### src/rtl/adma_as_chn_arb.sv
// Weighted round-robin channel arbiter for the shared AXI fetch/split path.
// Holds one grant until the last AXI transaction of the descriptor starts.
module adma_as_chn_arb #(
  parameter int DMA_CHN_NUM   = 4,
  parameter int DMA_CHN_ARB_W = 3,
  parameter int DMA_LENGTH_W  = 16,
  parameter int SRC_ADDR_W    = 32,
  parameter int DST_ADDR_W    = 32,
  parameter int DMA_CHN_NUM_W = $clog2(DMA_CHN_NUM)
) (
  input  logic                                 clk,
  input  logic                                 rst_n,
  input  logic [DMA_CHN_NUM-1:0]               chn_en,
  input  logic [DMA_CHN_NUM*DMA_CHN_ARB_W-1:0] chn_arb_rate,
  input  logic [DMA_CHN_NUM*SRC_ADDR_W-1:0]    chn_src_addr,
  input  logic [DMA_CHN_NUM*DST_ADDR_W-1:0]    chn_dst_addr,
  input  logic [DMA_CHN_NUM*DMA_LENGTH_W-1:0]  chn_len,
  input  logic [DMA_CHN_NUM-1:0]               chn_vld,
  output logic [DMA_CHN_NUM-1:0]               chn_rdy,
  output logic [DMA_CHN_NUM-1:0]               chn_done,
  output logic [SRC_ADDR_W-1:0]                tx_src_addr,
  output logic [DST_ADDR_W-1:0]                tx_dst_addr,
  output logic [DMA_LENGTH_W-1:0]              tx_len,
  output logic [DMA_CHN_NUM_W-1:0]             tx_chn_id,
  output logic                                 tx_vld,
  input  logic                                 tx_rdy,
  input  logic                                 atx_start,
  input  logic                                 atx_start_last,
  output logic                                 busy
);

  typedef enum logic [1:0] {
    S_IDLE, S_GRANT, S_BUSY, S_ZDONE
  } st_t;

  st_t                      r_state;
  st_t                      w_nxt;
  logic [DMA_CHN_NUM_W-1:0] r_ptr;
  logic [DMA_CHN_NUM_W-1:0] r_gnt_id;
  logic [DMA_CHN_ARB_W-1:0] r_credit;
  logic [SRC_ADDR_W-1:0]    r_src;
  logic [DST_ADDR_W-1:0]    r_dst;
  logic [DMA_LENGTH_W-1:0]  r_len;

  logic [DMA_CHN_NUM-1:0]   w_req;
  logic [DMA_CHN_NUM_W-1:0] w_sel;
  logic                     w_hit;
  logic                     w_reload;
  logic [DMA_CHN_ARB_W-1:0] w_rate;
  logic [DMA_CHN_ARB_W-1:0] w_eff;
  logic [DMA_LENGTH_W-1:0]  w_sel_len;
  logic                     w_fire;
  logic                     w_last;
  logic                     w_dec;

  assign w_req  = chn_vld & chn_en;
  assign w_last = atx_start & atx_start_last;

  // Keep the current channel while it has credit, else rotate from ptr+1.
  always_comb begin
    int idx;
    idx      = 0;
    w_hit    = 1'b0;
    w_reload = 1'b0;
    w_sel    = r_ptr;
    if (w_req[r_ptr] && (r_credit != '0)) begin
      w_hit = 1'b1;
    end else begin
      for (int k = 1; k <= DMA_CHN_NUM; k++) begin
        idx = (int'(r_ptr) + k) % DMA_CHN_NUM;
        if (!w_hit && w_req[idx]) begin
          w_hit    = 1'b1;
          w_reload = 1'b1;
          w_sel    = DMA_CHN_NUM_W'(idx);
        end
      end
    end
  end

  assign w_rate =
    chn_arb_rate[int'(w_sel)*DMA_CHN_ARB_W +: DMA_CHN_ARB_W];
  assign w_eff  =
    (w_rate == '0) ? DMA_CHN_ARB_W'(1) : w_rate;
  assign w_sel_len =
    chn_len[int'(w_sel)*DMA_LENGTH_W +: DMA_LENGTH_W];
  assign w_fire = (r_state == S_IDLE) && w_hit;

  always_ff @(posedge clk) begin
    if (!rst_n) r_state <= S_IDLE;
    else        r_state <= w_nxt;
  end

  always_comb begin
    w_nxt = r_state;
    unique case (r_state)
      S_IDLE:  if (w_hit)
                 w_nxt = (w_sel_len != '0) ? S_GRANT : S_ZDONE;
      S_GRANT: if (tx_rdy) w_nxt = S_BUSY;
      S_BUSY:  if (w_last) w_nxt = S_IDLE;
      S_ZDONE: w_nxt = S_IDLE;
      default: w_nxt = S_IDLE;
    endcase
  end

  always_comb begin
    chn_rdy  = '0;
    chn_done = '0;
    tx_vld   = 1'b0;
    w_dec    = 1'b0;
    if (rst_n) begin
      unique case (r_state)
        S_IDLE:  if (w_hit) chn_rdy[w_sel] = 1'b1;
        S_GRANT: tx_vld = 1'b1;
        S_BUSY:  if (w_last) begin
                   chn_done[r_gnt_id] = 1'b1;
                   w_dec              = 1'b1;
                 end
        S_ZDONE: begin
                   chn_done[r_gnt_id] = 1'b1;
                   w_dec              = 1'b1;
                 end
        default: ;
      endcase
    end
  end

  always_ff @(posedge clk) begin
    if (!rst_n) begin
      r_ptr    <= '0;
      r_gnt_id <= '0;
      r_credit <= '0;
      r_src    <= '0;
      r_dst    <= '0;
      r_len    <= '0;
    end else begin
      if (w_fire) begin
        r_ptr    <= w_sel;
        r_gnt_id <= w_sel;
        r_src    <=
          chn_src_addr[int'(w_sel)*SRC_ADDR_W +: SRC_ADDR_W];
        r_dst    <=
          chn_dst_addr[int'(w_sel)*DST_ADDR_W +: DST_ADDR_W];
        r_len    <= w_sel_len;
        if (w_reload) r_credit <= w_eff;
      end else if (w_dec) begin
        r_credit <= r_credit - DMA_CHN_ARB_W'(1);
      end
    end
  end

  assign tx_src_addr = r_src;
  assign tx_dst_addr = r_dst;
  assign tx_len      = r_len;
  assign tx_chn_id   = r_gnt_id;
  assign busy        = (r_state != S_IDLE);

endmodule

### config.mk
export PLATFORM = sky130hd
export DESIGN_NAME = adma_as_chn_arb
export DESIGN_NICKNAME = d
export VERILOG_FILES = /design/src/rtl/adma_as_chn_arb.sv
export SDC_FILE = /design/constraint.sdc
export NUM_CORES = 1
export LEC_CHECK = 0
export ABC_AREA = 1
export CAP_MARGIN = 20
export CELL_PAD_IN_SITES_DETAIL_PLACEMENT = 0
export CELL_PAD_IN_SITES_GLOBAL_PLACEMENT = 1
export CORE_AREA = 2 2 168 170
export CTS_BUF_LIST = sky130_fd_sc_hd__clkbuf_4 sky130_fd_sc_hd__clkbuf_8 sky130_fd_sc_hd__clkbuf_16
export DETAILED_ROUTE_END_ITERATION = 16
export DIE_AREA = 0 0 170 172
export HOLD_SLACK_MARGIN = 0.12
export PLACE_DENSITY = 0.86
export SKIP_CTS_REPAIR_TIMING = 1
export SYNTH_ARGS = -nofsm -noshare
export SYNTH_HDL_FRONTEND = slang
export SYNTH_SLANG_ARGS = --single-unit
### constraint.sdc
create_clock -name clk -period 7.68 [get_ports clk]
set_clock_uncertainty 0.05 [all_clocks]
set_input_delay 1.536 -clock clk [delete_from_list [all_inputs] [get_ports clk]]
set_output_delay 1.536 -clock clk [all_outputs]
set_load 0.01 [all_outputs]
# After elaboration in Yosys (flattened, before gate mapping)
# Cells that the tools add are included.
# W data, S select, Z words.
classes:
  addsub: 5
  n_mul: 1
  magnitude_cmp: 8
  n_eq_ne: 7
  shifts: 4
  n_mux: 55
  bitwise_logic: 6
  reduce_logical: 22
ops:
  columns: ["operator", "count"]
  rows:
  - ["$shiftx A128 B8 Y32", 2]
  - ["$shiftx A64 B7 Y16", 1]
  - ["$mux W1", 27]
  - ["$mux W4", 5]
  - ["$mux W2", 9]
  - ["$lt A3 B4 Y1 const B", 4]
  - ["$reduce_bool A16 Y1", 1]
  - ["$mux W3", 4]
  - ["$shiftx A12 B5 Y3", 1]
  - ["$bmux W1 S2", 5]
  - ["$ne A2 B2 Y1 const B", 4]
  - ["$pmux W2 S4", 1]
  - ["$pmux W4 S2", 1]
  - ["$reduce_or A2 Y1", 4]
  - ["$logic_and A1 B1 Y1", 7]
  - ["$lt A2 B3 Y1 const B", 2]
  - ["$add A2 B1 Y2 const B", 2]
  - ["$add A2 B2 Y2 const B", 2]
  - ["$and A1 B1 Y1 const A", 4]
  - ["$and A4 B4 Y4", 1]
  - ["$demux W1 S2", 2]
  - ["$eq A2 B2 Y1 const B", 2]
  - ["$ge A2 B1 Y1 const B", 2]
  - ["$mul A2 B2 Y4 const B", 1]
  - ["other kinds (11)", 14]
word_totals:
  register_bits: 87
  input_bits: 345
  out_inout_bits: 92
  elab_cells: 114

# Logic depth before layout (Yosys ltp)
# Gate-level depths: netlist of the first run.
depth:
  word_depth: 27
  ltp_mapped: 23
  mapped_depth_nobuf: 20

# Least setup slack after synthesis of the first run
# Ideal clock, no wire load.
synth_timing:
  path_type: "in2out"
  from: "input port chn_vld[0]"
  to: "output port chn_rdy[1]"
  arrival_time_ps: 2867
  t_required_ps: 6094
  path_slack_ps: 3227
  stages: 12
  path_buffers: 2
  cell_sequence: "nand2_1 > nand2_1 > nand3_1 > nand2_2 > nand2_4 > nand2_1 > nand2_2 > nand2_4 > buf_4 > clkbuf_1 > nand2_1 > nor2_1"
synth_via:
  elab_chain_cells: 25
  elab_cells_between_ends: 43
  cone_classes: "order compare (2); mux (32); bitwise (1); reduce/logical (8)"
synth_lines:
  columns: ["item", "line", "rtl"]
  rows:
  - ["from (decl)", "18", "input logic [DMA_CHN_NUM-1:0] chn_vld,"]
  - ["$and A4 B4 Y4 (*)", "56", "assign w_req = chn_vld & chn_en;"]
  - ["$bmux W1 S2", "71", "if (!w_hit && w_req[idx]) begin"]
  - ["$mux W1 (implied by the code) (2 in series)", "71", null]
  - ["$mux W1", "71", null]
  - ["$mux W1", "66", "if (w_req[r_ptr] && (r_credit != '0)) begin"]
  - ["$logic_not A1 Y1", "71", null]
  - ["$logic_and A1 B1 Y1", "71", null]
  - ["$mux W1", "71", null]
  - ["[... 8 more ...]", null, null]
  - ["$mux W2", "66", null]
  - ["$lt A2 B3 Y1 (implied by the code) or $ge A2 B1 Y1 (tied branches)", "112", "S_IDLE: if (w_hit) chn_rdy[w_sel] = 1'b1;"]
  - ["$logic_and A1 B1 Y1 (implied by the code)", "112", null]
  - ["$mux W1 (implied by the code)", "112", null]
  - ["$demux W1 S2", "112", null]
  - ["$mux W4 (*)", "112", null]
  - ["$mux W4 (*)", "111", "unique case (r_state)"]
  - ["$mux W4 (*)", "110", "if (rst_n) begin"]
  - ["to (decl)", "19", "output logic [DMA_CHN_NUM-1:0] chn_rdy,"]
# Mark *: on every way between the ends. The rest lies on a longest branch, timed or not. The select of a mux whose other input is x is not followed.

# Final worst setup path of the first run
layout_timing:
  from: "input port chn_en[2]"
  to: "output port chn_rdy[0]"
layout_via:
  elab_chain_cells: 25
  elab_cells_between_ends: 43
  cone_classes: "order compare (2); mux (32); bitwise (1); reduce/logical (8)"
layout_lines:
  columns: ["item", "line", "rtl"]
  rows:
  - ["from (decl)", "13", "input logic [DMA_CHN_NUM-1:0] chn_en,"]
  - ["$and A4 B4 Y4 (*)", "56", null]
  - ["$bmux W1 S2", "71", null]
  - ["$mux W1 (implied by the code) (2 in series)", "71", null]
  - ["$mux W1", "71", null]
  - ["$mux W1", "66", null]
  - ["$logic_not A1 Y1", "71", null]
  - ["$logic_and A1 B1 Y1", "71", null]
  - ["$mux W1", "71", null]
  - ["[... 8 more ...]", null, null]
  - ["$mux W2", "66", null]
  - ["$lt A2 B3 Y1 (implied by the code) or $ge A2 B1 Y1 (tied branches)", "112", null]
  - ["$logic_and A1 B1 Y1 (implied by the code)", "112", null]
  - ["$mux W1 (implied by the code)", "112", null]
  - ["$demux W1 S2", "112", null]
  - ["$mux W4 (*)", "112", null]
  - ["$mux W4 (*)", "111", null]
  - ["$mux W4 (*)", "110", null]
# Marks and branches as above.

==> reports/metrics.csv, run 1 <==
metric,value,unit
setup_tns,0,ns
num_rows,61,
cap_violations,0,
die_h,172,um
gp_congestion,0.870,
endpoint_kind,output pin,
grt_pass1_wl,43700,um
die_w,170,um
io_buffers,436,
async_flop_share,0,
p_int,0.00210,W
cts_tree,yes,
synth_edf_count,0,
slew_violations,0,
vias,8170,
ys_seq_area_frac,0.284,
cellPowerDensity,413,nW/um^2
critPathArrivalTime,4.77,ns
antenna_left,0,
syn_inst,974,
yosysMostFrequentCell,nand2_1,
wirelength,29900,um
crit_required,6.09,ns
io_pins,437,
drcViolationCount,0,
synth_area_leaders,"dfxtp_1 (28%), nand2_1 (11%), nor2_1 (9.5%)",
maxSlewHeadroom,0.279,
cts_made_buffers,9,
crit_type,in -> out,
start_kind,input pin,
grt_use_total,0.191,
antenna_found_initial,5,
synth_seq_cells,87,
synth.avg_cell_area,6.30,sq um
period_share,0.828,
final_hold_viol_count,0,
worst_slew_pin_slew,1.08,ns
first_global_vias,7877,
drive_gt1_frac,0.0312,
post-dp-hpwl,21900,um
nFillCells,2916,
pwr-share-clk,0.106,
yosys.area.top_type_share,0.284,
fin_util,0.398,
multi_input_area,3680,sq um
fmax,157,MHz
dr.first_iter.drc_count,396,
coreArea,27500,sq um
yosys_warnings,0,
regArea,1740,sq um
routedWlPerCell,17.6,um
clockBufferDepth,2,
syn_nets,1325,
min_path_type,reg -> reg,
numClockSinks,87,
grt_max_degree,103,
fin_crit,6.36,ns
leakage,4.50,nW
clk_pin_slew,0.07,ns
grt_overflow_total,0,
htree_levels,3,
rsz0062_at_grt,false,
final-setup-viol-count,0,
status,finished clean,
drtPass1Iterations,5,
switchingPower,0.00241,W
cts_root_buf,clkbuf_16,
drt-vias-per-instance,4.81,
combinationalPowerShare,0.737,
die_area,29200,sq um
switching_share,0.535,
p_seq_frac,0.157,
fin_nets,1694,
insertion_delay,0.34,ns
synthToLayoutAreaGrowth,78.0,%
synth_cell_types,31,
synthFlopType,dfxtp_1,
cp_max_fo,13,
yosys-top-cells-count,"nand2_1 (179), nor2_1 (156), o21ai_0 (96), dfxtp_1 (87), inv_1 (79)",
synth_area_leader_cell,dfxtp_1,
vdd_drop_max,0.310,mV
start_util,0.223,
syn_area,6140,sq um
-- area by class of cell --
class                   instances  area share
diodes                          4    0.000916
repair buffers                444       0.406
inverters                      82      0.0284
clock buffers                  10      0.0219
clock inverters                 6     0.00687
well taps                     346      0.0396
flip-flops and latches         87       0.159
multi-input cells             719       0.337
-- worst max-delay path: stages --
cell and delay [ns]:
clkdlybuf4s50_1 0.52, nand2_1 0.09, nand2_1 0.08, nand3_1 0.10, nand2_2 0.14, nor3_1 0.09, nor2_4 0.08, inv_1 0.05
nor2_1 0.68, inv_1 0.42, nor3_1 0.37, clkdlybuf4s50_1 0.61
-- layout by cell type, fill, tap and decap left out --
cell             instances
inv_8                    1
o221ai_1                54
o21a_1                   1
o211ai_1                54
o22ai_1                 12
diode_2                  4
bufinv_16                1
nor3_1                   4
buf_4                    8
inv_1                   79
a21oi_1                  9
dfxtp_1                 87
inv_2                    2
clkbuf_16                9
o211ai_2                 1
inv_4                    1
nand2_8                  1
o21ai_4                  1
nand2_4                  2
a22oi_1                  1
a31oi_1                  9
nand3_2                  3
ha_1                     6
clkbuf_8                 1
buf_12                   1
o21ai_2                  1
nor2_1                 155
nand4_1                  1
nand3b_1                 3
nor2_4                   1
o31ai_1                  1
nand2_2                  4
o21ai_1                 55
nand3_1                 66
clkinvlp_4               1
o21ai_0                 96
nand2_1                178
clkdlybuf4s50_1        435
inv_6                    3
-- metrics by stage --
stage | setup slack, ns | std cells | cell area [sq um] | total power, W | hold slack (ns)
3_5_place_dp | 1.29 | 1678 | 10600 | 0.00407 | 0.414
4_1_cts | 1.27 | 1694 | 10900 | 0.00458 | 0.424
3_3_place_gp | 1.36 | 1678 | 10600 | 0.00405 | 0.409
2_1_floorplan | 3.23 | 974 | 6140 | 0.00295 | 0.444
5_1_grt | 1.08 | 1698 | 10900 | 0.00495 | 0.439
6_report | 1.32 | 1698 | 10900 | 0.00451 | 0.422
-- power groups by stage --
stage | clock network (W) | registers (W) | logic (W)
CTS | 0.000497 | 0.000708 | 0.00337
global route | 0.000515 | 0.000725 | 0.00371
finish | 0.000480 | 0.000706 | 0.00332
floorplan | 0 | 0.000772 | 0.00218
detailed placement | 0 | 0.000715 | 0.00336
global placement | 0 | 0.000711 | 0.00334
-- routing by layer --
metal	vias up	GRT usage	part of all wire
met4	2	0.0710	0.025
met2	326	0.328	0.48
met5	-	0	0.00044
met1	3717	0.222	0.40
li1	4082	-	-
met3	43	0.0607	0.090
-- cells by family after synthesis --
family                   count (synthesis)  share of synthesized area
AO/OA/AOI/OAI                          295                      0.304
buffers and inverters                  168                      0.121
adder cells (fa/ha/maj)                  6                     0.0122
flip-flops                              87                      0.284
AND/OR/NAND/NOR                        418                      0.279
-- sequential cells by signal, indices dropped and copies added, names as in the netlist --
signal / cells
r_state: 2
tx_src_addr: 32
tx_len: 16
r_credit: 3
tx_dst_addr: 32
tx_chn_id: 2
-- worst paths after layout --
path | to | cells past startpoint | start | slack, ns
hold reg to reg | tx_src_addr[28]$_SDFFE_PN0P_ | 2 | tx_src_addr[28]$_SDFFE_PN0P_ | 0.42
setup / recovery | chn_rdy[0] | 12 | chn_en[2] | 1.32
setup reg to reg | r_state[1]$_SDFFE_PN0P_ | 21 | tx_chn_id[0]$_SDFFE_PN0P_ | 2.86
hold / removal | tx_src_addr[28]$_SDFFE_PN0P_ | 2 | tx_src_addr[28]$_SDFFE_PN0P_ | 0.42
(Power assumes the default switching activity.)
==> run 2, diff against run 1 <==
--- a/config.mk
+++ b/config.mk
@@ -9,12 +9,11 @@
 export CAP_MARGIN = 20
 export CELL_PAD_IN_SITES_DETAIL_PLACEMENT = 0
 export CELL_PAD_IN_SITES_GLOBAL_PLACEMENT = 1
-export CORE_AREA = 2 2 168 170
+export CORE_UTILIZATION = 20
 export CTS_BUF_LIST = sky130_fd_sc_hd__clkbuf_4 sky130_fd_sc_hd__clkbuf_8 sky130_fd_sc_hd__clkbuf_16
 export DETAILED_ROUTE_END_ITERATION = 16
-export DIE_AREA = 0 0 170 172
 export HOLD_SLACK_MARGIN = 0.12
-export PLACE_DENSITY = 0.86
+export PLACE_DENSITY = 0.81
 export SKIP_CTS_REPAIR_TIMING = 1
 export SYNTH_ARGS = -nofsm -noshare
 export SYNTH_HDL_FRONTEND = slang
==> constraint.sdc (replaced) <==
create_clock -name clk -period 5.4 [get_ports clk]
set_clock_uncertainty 0.05 [all_clocks]
set_input_delay 1.08 -clock clk [delete_from_list [all_inputs] [get_ports clk]]
set_output_delay 1.08 -clock clk [all_outputs]
set_load 0.01 [all_outputs]
==> reports/metrics.csv, run 2 (synthesized netlist as in run 1, its figures left out) <==
metric,value,unit,change
status,finished clean,,
antenna_found_initial,2,,-3
maxSlewHeadroom,0.363,,+0.0841
cap_violations,0,,unchanged
io_pins,437,,unchanged
crit_type,in -> out,,
die_area,31400,sq um,+7.4%
rsz0062_at_grt,false,,
grt_use_total,0.186,,-0.00528
vias,8283,,+1.4%
leakage,4.51,nW,+0.22%
drcViolationCount,0,,unchanged
vdd_drop_max,0.572,mV,+84%
period_share,0.931,,
start_util,0.205,,-0.0185
endpoint_kind,output pin,,
cellPowerDensity,587,nW/um^2,+42%
setup_tns,0,ns,unchanged
multi_input_area,3690,sq um,about the same
synthToLayoutAreaGrowth,78.8,%,
die_h,177,um,+3.0%
io_buffers,436,,unchanged
first_global_vias,8231,,+4.5%
antenna_left,0,,unchanged
cts_made_buffers,9,,unchanged
slew_violations,0,,unchanged
drt-vias-per-instance,4.75,,-1.2%
post-dp-hpwl,22500,um,+2.4%
cts_root_buf,clkbuf_16,,
final_hold_viol_count,0,,unchanged
coreArea,30000,sq um,+9.0%
crit_required,4.27,ns,-1.82 ns
fin_crit,5.03,ns,
min_path_type,reg -> reg,,
final_common_cell,clkdlybuf4s50_1,,
htree_levels,3,,unchanged
cts_tree,yes,,
drive_gt1_frac,0.0355,,+0.00432
wirelength,30400,um,+1.7%
regArea,1740,sq um,unchanged
num_rows,63,,+3.3%
worst_slew_pin_slew,0.956,ns,-0.126 ns
cp_max_fo,13,,unchanged
final_cell_mix,"clkdlybuf4s50_1 (435), nand2_1 (178), nor2_1 (154), o21ai_0 (96), dfxtp_1 (87)",,
routedWlPerCell,17.4,um,-0.96%
insertedDiodeCount,0,,-4
grt_overflow_total,0,,unchanged
fmax,199,MHz,
grt_pass1_wl,45000,um,+3.0%
start_kind,input pin,,
place_ws,0.0102,ns,-1.28 ns
final_cells,1743,,+2.7%
die_w,177,um,+4.2%
numClockSinks,87,,unchanged
final-setup-viol-count,0,,unchanged
dr.first_iter.drc_count,393,,-0.76%
insertion_delay,0.34,ns,about the same
clk_pin_slew,0.07,ns,about the same
nFillCells,3229,,+11%
setup_ws,0.373,ns,-0.946 ns
gp_congestion,0.854,,-1.8%
critPathArrivalTime,3.90,ns,-0.87 ns
fin_nets,1699,,+0.30%
grt_max_degree,87,,-16%
clockBufferDepth,2,,unchanged
dp_cells,1727,,+2.9%
drtPass1Iterations,5,,unchanged
[run 2: cell count changes in the layout (fill, tap and decap cells not counted)]
cell / before / now
inv_6: 3 / 2
diode_2: 4 / 0
buf_4: 8 / 13
clkinv_2: 0 / 2
clkbuf_8: 1 / 0
nor2_2: 0 / 1
nor2_1: 155 / 154
clkinv_4: 0 / 1
bufinv_16: 1 / 0
[run 2: per-stage QoR]
step	instance area [sq um]	util	hold slack, ns	power [W]
after CTS	11000	0.366	0.429	0.00653
after floorplan	6140	-	0.444	0.00420
final	11000	0.367	0.428	0.00644
after global placement	10700	0.357	0.408	0.00581
after global routing	11000	0.367	0.444	0.00705
after detailed placement	10700	0.357	0.414	0.00587
[run 2: report_power, final]
part | internal [W] | total, W | switching, W
registers | 0.000882 | 0.00100 | 0.000121
clock network | 0.000319 | 0.000621 | 0.000302
logic | 0.00174 | 0.00482 | 0.00308
[run 2: routing by layer]
metal | track usage | wire, um | up-vias
met1 | 0.218 | 12700 | 3799
met2 | 0.327 | 14600 | 342
met3 | 0.0432 | 2300 | 52
met5 | 0 | 0 | -
li1 | - | - | 4090
met4 | 0.0647 | 850 | 0
[run 2: cell type report]
type | count | share of cell area
clock buffer | 9 | 0.0205
tap | 390 | 0.0444
sequential | 87 | 0.159
inverter | 82 | 0.0283
timing repair buffer | 449 | 0.407
multi-input combinational | 719 | 0.336
clock inverter | 7 | 0.00501
[run 2: worst paths after layout]
path,from,end,slack (ns),cells past startpoint
worst max-delay path,chn_vld[0],chn_rdy[2],0.37,12
worst min-delay path,tx_src_addr[27]$_SDFFE_PN0P_,tx_src_addr[27]$_SDFFE_PN0P_,0.43,2
worst max register to register,tx_chn_id[0]$_SDFFE_PN0P_,r_state[1]$_SDFFE_PN0P_,1.22,19
worst min register to register,tx_src_addr[27]$_SDFFE_PN0P_,tx_src_addr[27]$_SDFFE_PN0P_,0.43,2
[run 2: critical path, cell delays in order]
cell	delay [ns]
clkdlybuf4s50_1	0.51
nand3_1	0.13
nand3_1	0.15
nand2_2	0.10
nand2_1	0.07
nor3_1	0.06
nor2_4	0.09
inv_1	0.06
nor2_2	0.48
inv_1	0.37
nor3_1	0.21
clkdlybuf4s50_1	0.57
